[config.mk]
export PLATFORM = sky130hd
export DESIGN_NAME = lcd_bus_responder
export DESIGN_NICKNAME = d
export VERILOG_FILES = /design/src/rtl/lcd_pkg.sv /design/src/rtl/lcd_ddram.sv /design/src/rtl/lcd_bus_responder.sv
export SDC_FILE = /design/constraint.sdc
export NUM_CORES = 1
export LEC_CHECK = 0
export CAP_MARGIN = 40
export CORE_AREA = 5 5 290 150
export CTS_CLUSTER_SIZE = 40
export DETAILED_ROUTE_END_ITERATION = 7
export DIE_AREA = 0 0 295 155
export DONT_BUFFER_PORTS = 1
export GPL_ROUTABILITY_DRIVEN = 0
export SYNTH_ARGS = -nofsm -noshare
export SYNTH_HDL_FRONTEND = slang
export SYNTH_SLANG_ARGS = --single-unit
[constraint.sdc]
create_clock -name clk -period 2.8 [get_ports clk]
set_clock_uncertainty 0.15 [all_clocks]
set_input_delay 0.56 -clock clk [delete_from_list [all_inputs] [get_ports clk]]
set_output_delay 0.56 -clock clk [all_outputs]
set_load 0.1 [all_outputs]
[src/rtl/lcd_pkg.sv]
// Shared definitions for the HD44780-style LCD bus responder.
// Contents: bus/DDRAM widths, command opcode prefixes, AC boundaries, the
// fill character, FSM/command enums, the latched bus transaction payload,
// and helpers for command decode and address-counter stepping.
package lcd_pkg;

  localparam int unsigned DATA_W      = 8;
  localparam int unsigned AC_W        = 7;
  localparam int unsigned DDRAM_AW    = 5;
  localparam int unsigned DDRAM_DEPTH = 32;

  // Command opcode prefixes: the highest set bit selects the command
  localparam logic [DATA_W-1:0] OP_SET_DDRAM = 8'h80;
  localparam logic [DATA_W-1:0] OP_SET_CGRAM = 8'h40;
  localparam logic [DATA_W-1:0] OP_FUNC_SET  = 8'h20;
  localparam logic [DATA_W-1:0] OP_SHIFT     = 8'h10;
  localparam logic [DATA_W-1:0] OP_DISP_CTRL = 8'h08;
  localparam logic [DATA_W-1:0] OP_ENTRY     = 8'h04;
  localparam logic [DATA_W-1:0] OP_HOME      = 8'h02;
  localparam logic [DATA_W-1:0] OP_CLEAR     = 8'h01;

  // Address counter boundaries for a two-line display
  localparam logic [AC_W-1:0] LINE2_BASE = 7'h40;
  localparam logic [AC_W-1:0] LINE1_END  = 7'h27;
  localparam logic [AC_W-1:0] LINE2_END  = 7'h67;

  // Character written into every cell by the clear sweep
  localparam logic [DATA_W-1:0] FILL_CHAR = 8'h20;

  typedef enum logic {
    ST_IDLE  = 1'b0,
    ST_SWEEP = 1'b1
  } state_t;

  typedef enum logic [3:0] {
    CMD_NONE,
    CMD_SET_DDRAM,
    CMD_SET_CGRAM,
    CMD_FUNC_SET,
    CMD_SHIFT,
    CMD_DISP_CTRL,
    CMD_ENTRY,
    CMD_HOME,
    CMD_CLEAR
  } cmd_t;

  // One bus transaction as latched while EN is high
  typedef struct packed {
    logic              rs;
    logic              rw;
    logic [DATA_W-1:0] data;
  } bus_xact_t;

  // Decode an rs=0 write byte by its highest set bit
  function automatic cmd_t decode_cmd(input logic [DATA_W-1:0] d);
    cmd_t c;
    if ((d & OP_SET_DDRAM) != '0)      c = CMD_SET_DDRAM;
    else if ((d & OP_SET_CGRAM) != '0) c = CMD_SET_CGRAM;
    else if ((d & OP_FUNC_SET) != '0)  c = CMD_FUNC_SET;
    else if ((d & OP_SHIFT) != '0)     c = CMD_SHIFT;
    else if ((d & OP_DISP_CTRL) != '0) c = CMD_DISP_CTRL;
    else if ((d & OP_ENTRY) != '0)     c = CMD_ENTRY;
    else if ((d & OP_HOME) != '0)      c = CMD_HOME;
    else if ((d & OP_CLEAR) != '0)     c = CMD_CLEAR;
    else                               c = CMD_NONE;
    return c;
  endfunction

  // Step the address counter, skipping the unused gap between the lines
  function automatic logic [AC_W-1:0] ac_step(input logic [AC_W-1:0] ac,
                                              input logic            inc);
    logic [AC_W-1:0] nxt;
    if (inc) begin
      if (ac == LINE1_END)      nxt = LINE2_BASE;
      else if (ac == LINE2_END) nxt = '0;
      else                      nxt = ac + AC_W'(1);
    end else begin
      if (ac == LINE2_BASE)     nxt = LINE1_END;
      else if (ac == '0)        nxt = LINE2_END;
      else                      nxt = ac - AC_W'(1);
    end
    return nxt;
  endfunction

endpackage

[src/rtl/lcd_ddram.sv]
// 32x8 character RAM holding the visible 2x16 screen image.
// Ports:
//   clk, rst_n        clock, synchronous active-low reset (read register only)
//   i_we/i_waddr/i_wdata  single write port
//   i_raddr/o_rdata   synchronous read port, one-cycle latency, resets to 0
module lcd_ddram
  import lcd_pkg::*;
(
  input  logic                clk,
  input  logic                rst_n,
  input  logic                i_we,
  input  logic [DDRAM_AW-1:0] i_waddr,
  input  logic [DATA_W-1:0]   i_wdata,
  input  logic [DDRAM_AW-1:0] i_raddr,
  output logic [DATA_W-1:0]   o_rdata
);

  logic [DATA_W-1:0] r_mem [DDRAM_DEPTH];
  logic [DATA_W-1:0] r_rdata;

  // Storage array; contents are initialised by the clear sweep, not by reset
  always_ff @(posedge clk) begin
    if (i_we) begin
      r_mem[i_waddr] <= i_wdata;
    end
  end

  // Registered read; returns the pre-write value on a same-address collision
  always_ff @(posedge clk) begin
    if (!rst_n) begin
      r_rdata <= '0;
    end else begin
      r_rdata <= r_mem[i_raddr];
    end
  end

  assign o_rdata = r_rdata;

endmodule

[src/rtl/lcd_bus_responder.sv]
// Device end of an HD44780-style 8-bit LCD bus: decodes command/data
// writes, keeps a 2x16 DDRAM image, and answers busy-flag/address reads.
// Optional feature macro: LCD_RESP_BUSY_EN adds the post-write busy counter;
// without it busy is asserted only during the clear sweep.
// Ports:
//   clk, rst_n          clock, synchronous active-low reset
//   lcd_en/rs/rw        bus strobes from the controller
//   lcd_data_in         controller-driven bus value
//   lcd_data_out        registered read return ({busy, AC} or 0x00)
//   lcd_data_oe         drive enable for the inout tie-off (follows lcd_rw)
//   rd_addr/rd_data     debug screen read, one-cycle latency
//   display_on          D bit of the last display-control command
//   init_seen           sticky flag set by the first function set
//   protocol_err        one-cycle pulse when a write is dropped
module lcd_bus_responder
  import lcd_pkg::*;
#(
  parameter int unsigned BUSY_CYCLES       = 4,
  parameter int unsigned CLEAR_BUSY_CYCLES = 64
) (
  input  logic                clk,
  input  logic                rst_n,
  input  logic                lcd_en,
  input  logic                lcd_rs,
  input  logic                lcd_rw,
  input  logic [DATA_W-1:0]   lcd_data_in,
  output logic [DATA_W-1:0]   lcd_data_out,
  output logic                lcd_data_oe,
  input  logic [DDRAM_AW-1:0] rd_addr,
  output logic [DATA_W-1:0]   rd_data,
  output logic                display_on,
  output logic                init_seen,
  output logic                protocol_err
);

  bus_xact_t           r_xact;
  logic                r_en_q;
  logic                r_exec;
  state_t              r_state;
  logic [DDRAM_AW-1:0] r_sweep_idx;
  logic [AC_W-1:0]     r_ac;
  logic                r_id;
  logic                r_display_on;
  logic                r_init_seen;
  logic                r_protocol_err;
  logic [DATA_W-1:0]   r_data_out;

  logic                w_fall;
  logic                w_sweep;
  logic                w_busy;
  cmd_t                w_cmd;
  logic                w_is_write;
  logic                w_is_func_set;
  logic                w_drop;
  logic                w_accept_wr;
  logic                w_ac_visible;
  logic                w_host_we;
  logic [DDRAM_AW-1:0] w_host_addr;
  logic                w_mem_we;
  logic [DDRAM_AW-1:0] w_mem_addr;
  logic [DATA_W-1:0]   w_mem_wdata;

  // Transaction decode: the execute cycle follows the EN falling-edge cycle
  assign w_fall        = r_en_q & ~lcd_en;
  assign w_sweep       = (r_state == ST_SWEEP);
  assign w_cmd         = decode_cmd(r_xact.data);
  assign w_is_write    = r_exec & ~r_xact.rw;
  assign w_is_func_set = ~r_xact.rs & (w_cmd == CMD_FUNC_SET);
  // Function set bypasses the busy check: the init sequence never polls busy
  assign w_drop        = w_is_write & w_busy & ~w_is_func_set;
  assign w_accept_wr   = w_is_write & ~w_drop;

  // Only AC 0x00-0x0F and 0x40-0x4F map onto visible cells
  assign w_ac_visible  = ((r_ac & 7'h30) == '0);
  assign w_host_addr   = {r_ac[6], r_ac[3:0]};
  // rst_n gate discards a transaction that was mid-execute when reset hit
  assign w_host_we     = rst_n & w_accept_wr & r_xact.rs & w_ac_visible;

  // Sweep owns the write port; host writes are blocked while it runs
  assign w_mem_we    = w_sweep | w_host_we;
  assign w_mem_addr  = w_sweep ? r_sweep_idx : w_host_addr;
  assign w_mem_wdata = w_sweep ? FILL_CHAR : r_xact.data;

`ifdef LCD_RESP_BUSY_EN
  localparam int unsigned BUSY_MAX = (CLEAR_BUSY_CYCLES > BUSY_CYCLES) ?
                                     CLEAR_BUSY_CYCLES : BUSY_CYCLES;
  localparam int unsigned CNT_W    = $clog2(BUSY_MAX + 1);

  logic [CNT_W-1:0] r_busy_cnt;
  logic             w_loads_busy;
  logic             w_long_busy;

  // Every decoded command and every data write occupies the device
  assign w_loads_busy = r_xact.rs | (w_cmd != CMD_NONE);
  assign w_long_busy  = ~r_xact.rs & ((w_cmd == CMD_HOME) | (w_cmd == CMD_CLEAR));
  assign w_busy       = (r_busy_cnt != '0) | w_sweep;

  // Busy counter: loads in the execute cycle, then counts down to zero
  always_ff @(posedge clk) begin
    if (!rst_n) begin
      r_busy_cnt <= '0;
    end else if (w_accept_wr && w_loads_busy) begin
      r_busy_cnt <= w_long_busy ? CNT_W'(CLEAR_BUSY_CYCLES) : CNT_W'(BUSY_CYCLES);
    end else if (r_busy_cnt != '0) begin
      r_busy_cnt <= r_busy_cnt - CNT_W'(1);
    end
  end
`else
  logic w_unused_cfg;

  assign w_busy       = w_sweep;
  assign w_unused_cfg = ^{BUSY_CYCLES, CLEAR_BUSY_CYCLES};
`endif

  // Bus capture, command execution and clear-sweep FSM
  always_ff @(posedge clk) begin
    if (!rst_n) begin
      r_en_q         <= 1'b0;
      r_exec         <= 1'b0;
      r_xact         <= '0;
      r_state        <= ST_SWEEP;
      r_sweep_idx    <= '0;
      r_ac           <= '0;
      r_id           <= 1'b1;
      r_display_on   <= 1'b0;
      r_init_seen    <= 1'b0;
      r_protocol_err <= 1'b0;
      r_data_out     <= 8'h80;
    end else begin
      r_en_q         <= lcd_en;
      r_exec         <= w_fall;
      r_protocol_err <= w_drop;
      r_data_out     <= lcd_rs ? 8'h00 : {w_busy, r_ac};

      if (lcd_en) begin
        r_xact <= '{rs: lcd_rs, rw: lcd_rw, data: lcd_data_in};
      end

      if (r_state == ST_SWEEP) begin
        r_sweep_idx <= r_sweep_idx + DDRAM_AW'(1);
        if (r_sweep_idx == DDRAM_AW'(DDRAM_DEPTH - 1)) begin
          r_state <= ST_IDLE;
        end
      end

      if (w_accept_wr) begin
        if (r_xact.rs) begin
          r_ac <= ac_step(r_ac, r_id);
        end else begin
          case (w_cmd)
            CMD_SET_DDRAM: r_ac         <= r_xact.data[AC_W-1:0];
            CMD_FUNC_SET:  r_init_seen  <= 1'b1;
            CMD_DISP_CTRL: r_display_on <= r_xact.data[2];
            CMD_ENTRY:     r_id         <= r_xact.data[1];
            CMD_HOME:      r_ac         <= '0;
            CMD_CLEAR: begin
              r_ac        <= '0;
              r_id        <= 1'b1;
              r_state     <= ST_SWEEP;
              r_sweep_idx <= '0;
            end
            default: ;
          endcase
        end
      end
    end
  end

  lcd_ddram u_ddram (
    .clk     (clk),
    .rst_n   (rst_n),
    .i_we    (w_mem_we),
    .i_waddr (w_mem_addr),
    .i_wdata (w_mem_wdata),
    .i_raddr (rd_addr),
    .o_rdata (rd_data)
  );

  assign lcd_data_out = r_data_out;
  assign lcd_data_oe  = lcd_rw;
  assign display_on   = r_display_on;
  assign init_seen    = r_init_seen;
  assign protocol_err = r_protocol_err;

endmodule

# Yosys cells after proc, flatten, opt, wreduce, memory -nomap -nowiden
# Memory sizes are Yosys's and may differ from the RTL's. A register that Yosys moved wholly into a read port is not among the register bits.
# Cells that the tools add are included.
# op_classes
add_sub_neg,3
eq_ne,10
muxes,30
n_bitwise,16
n_reduce_logical,11
# ops
cell,n
7-bit 2-to-1 mux,6
4-bit 2-to-1 mux,8
5-bit 2-to-1 mux,5
8-bit 2-to-1 mux,2
"7-bit equality test, second input constant",2
7-bit zero test,2
7-bit case mux with 2 select lines,1
"4-bit by 3-bit equality test with 1-bit output, second input constant",3
1-bit bitwise AND,9
3-bit AND reduction,3
"7-bit by 1-bit adder with 7-bit output, second input constant",1
"7-bit by 6-bit equality test with 1-bit output, second input constant",1
1-bit 2-to-1 mux,7
"7-bit by 1-bit subtractor with 7-bit output, second input constant",1
1-bit inverter,6
"5-bit by 1-bit adder with 5-bit output, second input constant",1
"5-bit equality test, second input constant",1
"4-bit by 1-bit equality test with 1-bit output, second input constant",1
"4-bit by 2-bit equality test with 1-bit output, second input constant",1
"4-bit equality test, second input constant",1
2-bit OR reduction,2
3-bit nonzero test,1
1-bit case mux with 2 select lines,1
2-bit AND reduction,1
3 further kinds,3
# totals
register_bits,37
mem_bits_rw,256
input_bits,18
word_cells,85
memories,1
# mem_list
memory,depth,word_bits,rd,rd_ports_with_merged_regs,wr,line_no,rtl
u_ddram.r_mem,32,8,1,1,1,lcd_ddram.sv:18,logic [DATA_W-1:0] r_mem [DDRAM_DEPTH];

# Longest topological paths before layout
# logic_depth
ltp_word,20
ltp_mapped,9
ltp_nobuf,8

# By module
# Synthesis repeated with hierarchy kept, for this count alone.
# unflattened
hier_cells,680
area_unflattened_um2,12250.5
# modules_own_cells
module,n_inst,cells_per_inst,area_each_um2
lcd_ddram,1,458,10286.1
lcd_bus_responder,1,222,1964.4

# Least setup slack after synthesis
# No wires, ideal clock.
# synth_timing
path_type,input to register
from,in rd_addr[0]
to,"reg u_ddram.r_rdata[5] (netlist: u_ddram.o_rdata[5]), read port of u_ddram.r_mem"
arrival_time_ns,2.140
setup_slack_ns,0.369
stages,6
path_buffers,2
cell_sequence,buf_4 > buf_2 > mux4_2 > mux4_2 > inv_1 > a221oi_1
# synth_rtl
element,line_no,rtl
from (decl),lcd_bus_responder.sv:29,"input logic [DDRAM_AW-1:0] rd_addr,"
to (decl),lcd_ddram.sv:19,logic [DATA_W-1:0] r_rdata;

# Worst setup path in the final report
# layout_timing
from,reg r_xact[5] in the netlist's numbering
to,reg r_ac[2]
# layout_via
elab_chain_cells,10
word_cells_on_any_way,17
classes_between,4 x eq/ne; 5 x mux; 5 x bitwise; 3 x reduce/logical
# layout_lines
element,line_no,rtl
from (decl),lcd_bus_responder.sv:36,bus_xact_t r_xact;
from (signal assigned),lcd_bus_responder.sv:136,"r_xact <= '{rs: lcd_rs, rw: lcd_rw, data: lcd_data_in};"
4-bit 2-to-1 mux (*),lcd_pkg.sv:59,else if ((d & OP_FUNC_SET) != '0) c = CMD_FUNC_SET;
4-bit 2-to-1 mux (*),lcd_pkg.sv:58,else if ((d & OP_SET_CGRAM) != '0) c = CMD_SET_CGRAM;
4-bit 2-to-1 mux (*),lcd_pkg.sv:57,if ((d & OP_SET_DDRAM) != '0) c = CMD_SET_DDRAM;
4-bit by 2-bit equality test with 1-bit output,lcd_bus_responder.sv:68,assign w_is_func_set = ~r_xact.rs & (w_cmd == CMD_FUNC_SET);
1-bit bitwise AND,lcd_bus_responder.sv:68,
1-bit inverter,lcd_bus_responder.sv:70,assign w_drop = w_is_write & w_busy & ~w_is_func_set;
1-bit bitwise AND,lcd_bus_responder.sv:70,
1-bit inverter,lcd_bus_responder.sv:71,assign w_accept_wr = w_is_write & ~w_drop;
1-bit bitwise AND,lcd_bus_responder.sv:71,
2-bit AND reduction (no line),-,
to (signal assigned),lcd_bus_responder.sv:148,"r_ac <= ac_step(r_ac, r_id);"
to (signal assigned),lcd_bus_responder.sv:151,CMD_SET_DDRAM: r_ac <= r_xact.data[AC_W-1:0];
to (decl),lcd_bus_responder.sv:41,logic [AC_W-1:0] r_ac;
# Every way passes the cells marked *; elsewhere a longest branch is shown, timed or not.
# A chain may end at the register's enable or synchronous reset.

==> results.tsv <==
stage	metric	value	unit
grt	initial antenna violation count	0	
min_path	Worst Hold Class	in -> reg	
clocking	Clk pin slew, worst setup/hold paths	0.07	ns
timing	Final period util	86.8	%
route	post-DR wirelength/cell	22.0	µm
route	vias per cell	4.89	
timing	Tightest Pin Transition	0.696	ns
cells_and_area	share of cells above drive strength 1	26.6	%
die	Die H	155	µm
cells_and_area	synth-to-layout area growth	18.4	%
synthesis	Netlist Area Pre-Place	12000	µm²
synthesis	Synth cell types	55	
grt	largest net degree at the start of global routing	65	
clocking	clock root buffer	clkbuf_16	
power_and_ir_drop	power after layout	9420	µW
synthesis	post-synthesis net count	696	
power_and_ir_drop	Pleak	0.00480	µW
timing	Fmax achieved	411	MHz
worst_setup_path	CP Launch Type	flip-flop	
die	chip width	295	µm
clocking	PostCTS Resize Cnt	0	
timing	final setup vio count	0	
die	initial core utilization	29.3	%
grt	first-pass GRT wire length	43800	µm
clocking	clk_lat worst skew	0.55	ns
synthesis	ys async rst share	0	%
worst_setup_path	crit end category	flip-flop	
timing	Final Max Slew Viols	0	
worst_setup_path	WS Path Type	reg -> reg	
clocking	H-Tree Depth	1	
route	Initial DRT Pass Iterations	7	
die	FP Rows	53	
grt	grt ovf	0	
route	number of DRC markers in iteration 0	664	
route	drt total wl	29100	µm
timing	min Tclk post-route	2.43	ns
flow_run	max-cap violations	0	
timing	Fin Setup TNS	0	ns
cells_and_area	commonest non-fill, non-tap cells in the layout	256 x edfxtp_1, 72 x mux4_2, 69 x buf_4	
die	I/O pins	38	
die	CORE AREA	41000	µm²
clocking	maximum root-to-sink buffer count	3	
place	DP HPWL	19400	µm
clocking	cts bufs inserted	28	
synthesis	syn_area_per_cell	17.9	µm²
power_and_ir_drop	Max IR drop VDD	0.429	mV
synthesis	Syn Inst Count	674	
route	via count	6471	
synthesis	Post-synth EDFFs	256	
min_path	hold depth	2	
synthesis	Synth Flop Type	edfxtp_1	
worst_setup_path	Worst EP arrival	2.72	ns
route	Detail Route Antenna Nets	0	
synthesis	number of synthesized register bits	301	
power_and_ir_drop	Power Dens Cells	661	nW/µm²
worst_setup_path	R2R cell count	6	
worst_setup_path	largest fanout on the critical path	13	
timing	Hold Vio Cnt, Final	0	
grt	Overall Global Routing Usage	12.7	%
place	IO buf count	0	
synthesis	sequential area share after synthesis	71.3	%
synthesis	warnings from Yosys	0	
grt	vias in the first global route	6521	
run_status	status	finished, final reports clean	
cells_and_area	Layout Nets	774	
worst_setup_path	Critical Path RT	3.09	ns
route	# DRC	0	
die	die area	45700	µm²
clocking	CTS tree	done	
timing	RSZ-0062 raised after global routing	no	
timing	worst relative slew slack	53.6	%
cells_and_area	fillers	3824	
clocking	CTS sink count	301	
cells_and_area	commonest non-fill, non-tap cell in the layout	edfxtp_1	
## flip-flops by register name, indices dropped and copies added (netlist names)
signal,flops
r_sweep_idx,5
display_on,1
u_ddram.r_mem,256
init_seen,1
protocol_err,1
r_exec,1
r_id,1
r_ac,7
r_xact,10
u_ddram.o_rdata,8
r_state,1
lcd_data_out,8
r_en_q,1
## cells in the mapped netlist, types with 6 or more instances
master      n  area [µm²]
a21oi_1     9        45.0
a221oi_1    8        70.1
a31oi_1     6        37.5
and2_1      7        43.8
buf_2       7        35.0
buf_4       6        45.0
clkbuf_1   18        67.6
dfxtp_1    45         901
edfxtp_1  256        7690
inv_1      15        56.3
mux2i_1    28         280
mux4_2     72        1620
nand2_1    23        86.3
nand3_1     8        40.0
nor2_1     64         240
nor2b_1    11        68.8
nor3_1      6        30.0
nor4_1      6        37.5
o21ai_0     9        45.0
o221ai_1    8        70.1
## worst max-delay path, stage by stage, from the launching register on
cell and delay, ns:
dfxtp_1 0.49, or4b_4 0.54, a21boi_2 0.17, a21bo_1 0.24, a31oi_4 0.37, mux2i_1 0.26, a31oi_2 0.10
## stage by stage
stage	instances	setup slack (ns)	utilization [%]	instance area, µm²	hold WS [ns]
after CTS	1322	0.371	34.7	14300	0.000544
after detailed placement	1255	0.380	31.9	13100	0.308
after floorplan	674	0.369	-	12000	0.254
final	1324	0.368	34.7	14300	0.0229
after global placement	1252	0.395	31.8	13100	0.308
after global routing	1323	0.215	34.7	14300	0.00238
## path summary, 6_finish.rpt
| check | start | end | slack (ns) |
|---|---|---|---|
| setup / recovery | r_xact[5]$_SDFFE_PN0P_ | r_ac[2]$_SDFFE_PN0P_ | 0.37 |
| hold / removal | lcd_en | r_xact[2]$_SDFFE_PN0P_ | 0.02 |
| setup reg to reg | r_xact[5]$_SDFFE_PN0P_ | r_ac[2]$_SDFFE_PN0P_ | 0.37 |
| hold reg to reg | init_seen$_SDFFE_PN0P_ | init_seen$_SDFFE_PN0P_ | 0.39 |
## cells by family (layout without fill, tap and decap cells)
kind of cell	Yosys count	in the layout	share of synthesized area [%]
buf+inv	54	153	2.08
simple gates	144	144	5.73
other cells	0	1	0
xor+xnor	7	7	0.509
mux	103	103	16.1
fa+ha+maj	4	4	0.416
flops	301	301	71.3
compound gates	61	61	3.89
## final cells by class
class | instances | area, µm² | area share [%]
repair buffers | 86 | 686 | 4.81
clock buffers | 32 | 737 | 5.17
flip-flops and latches | 301 | 8590 | 60.2
well taps | 550 | 688 | 4.82
diodes | 1 | 2.50 | 0.0175
inverters | 16 | 60.1 | 0.421
clock inverters | 19 | 279 | 1.96
multi-input cells | 319 | 3220 | 22.6
## report_power, final
part / switching (µW) / internal [µW] / total [µW]
Sequential: 36.4 / 4850 / 4890
Combinational: 191 / 148 / 339
Clock: 1660 / 2530 / 4200
## layer usage
| metal | GRT usage [%] | part of all wire (%) | up-vias |
|---|---|---|---|
| met1 | 21.0 | 51 | 3373 |
| met2 | 16.2 | 39 | 215 |
| met4 | 2.34 | 1.5 | 0 |
| met3 | 3.85 | 8.7 | 39 |
| met5 | 0 | 0 | - |
| li1 | - | - | 2844 |
## what timing repair did
action                                 in CTS  in global routing
setup buffers                               0                  0
hold buffers                               16                  0
endpoints found under the hold margin      29                  0
(Power assumes the default switching activity.)
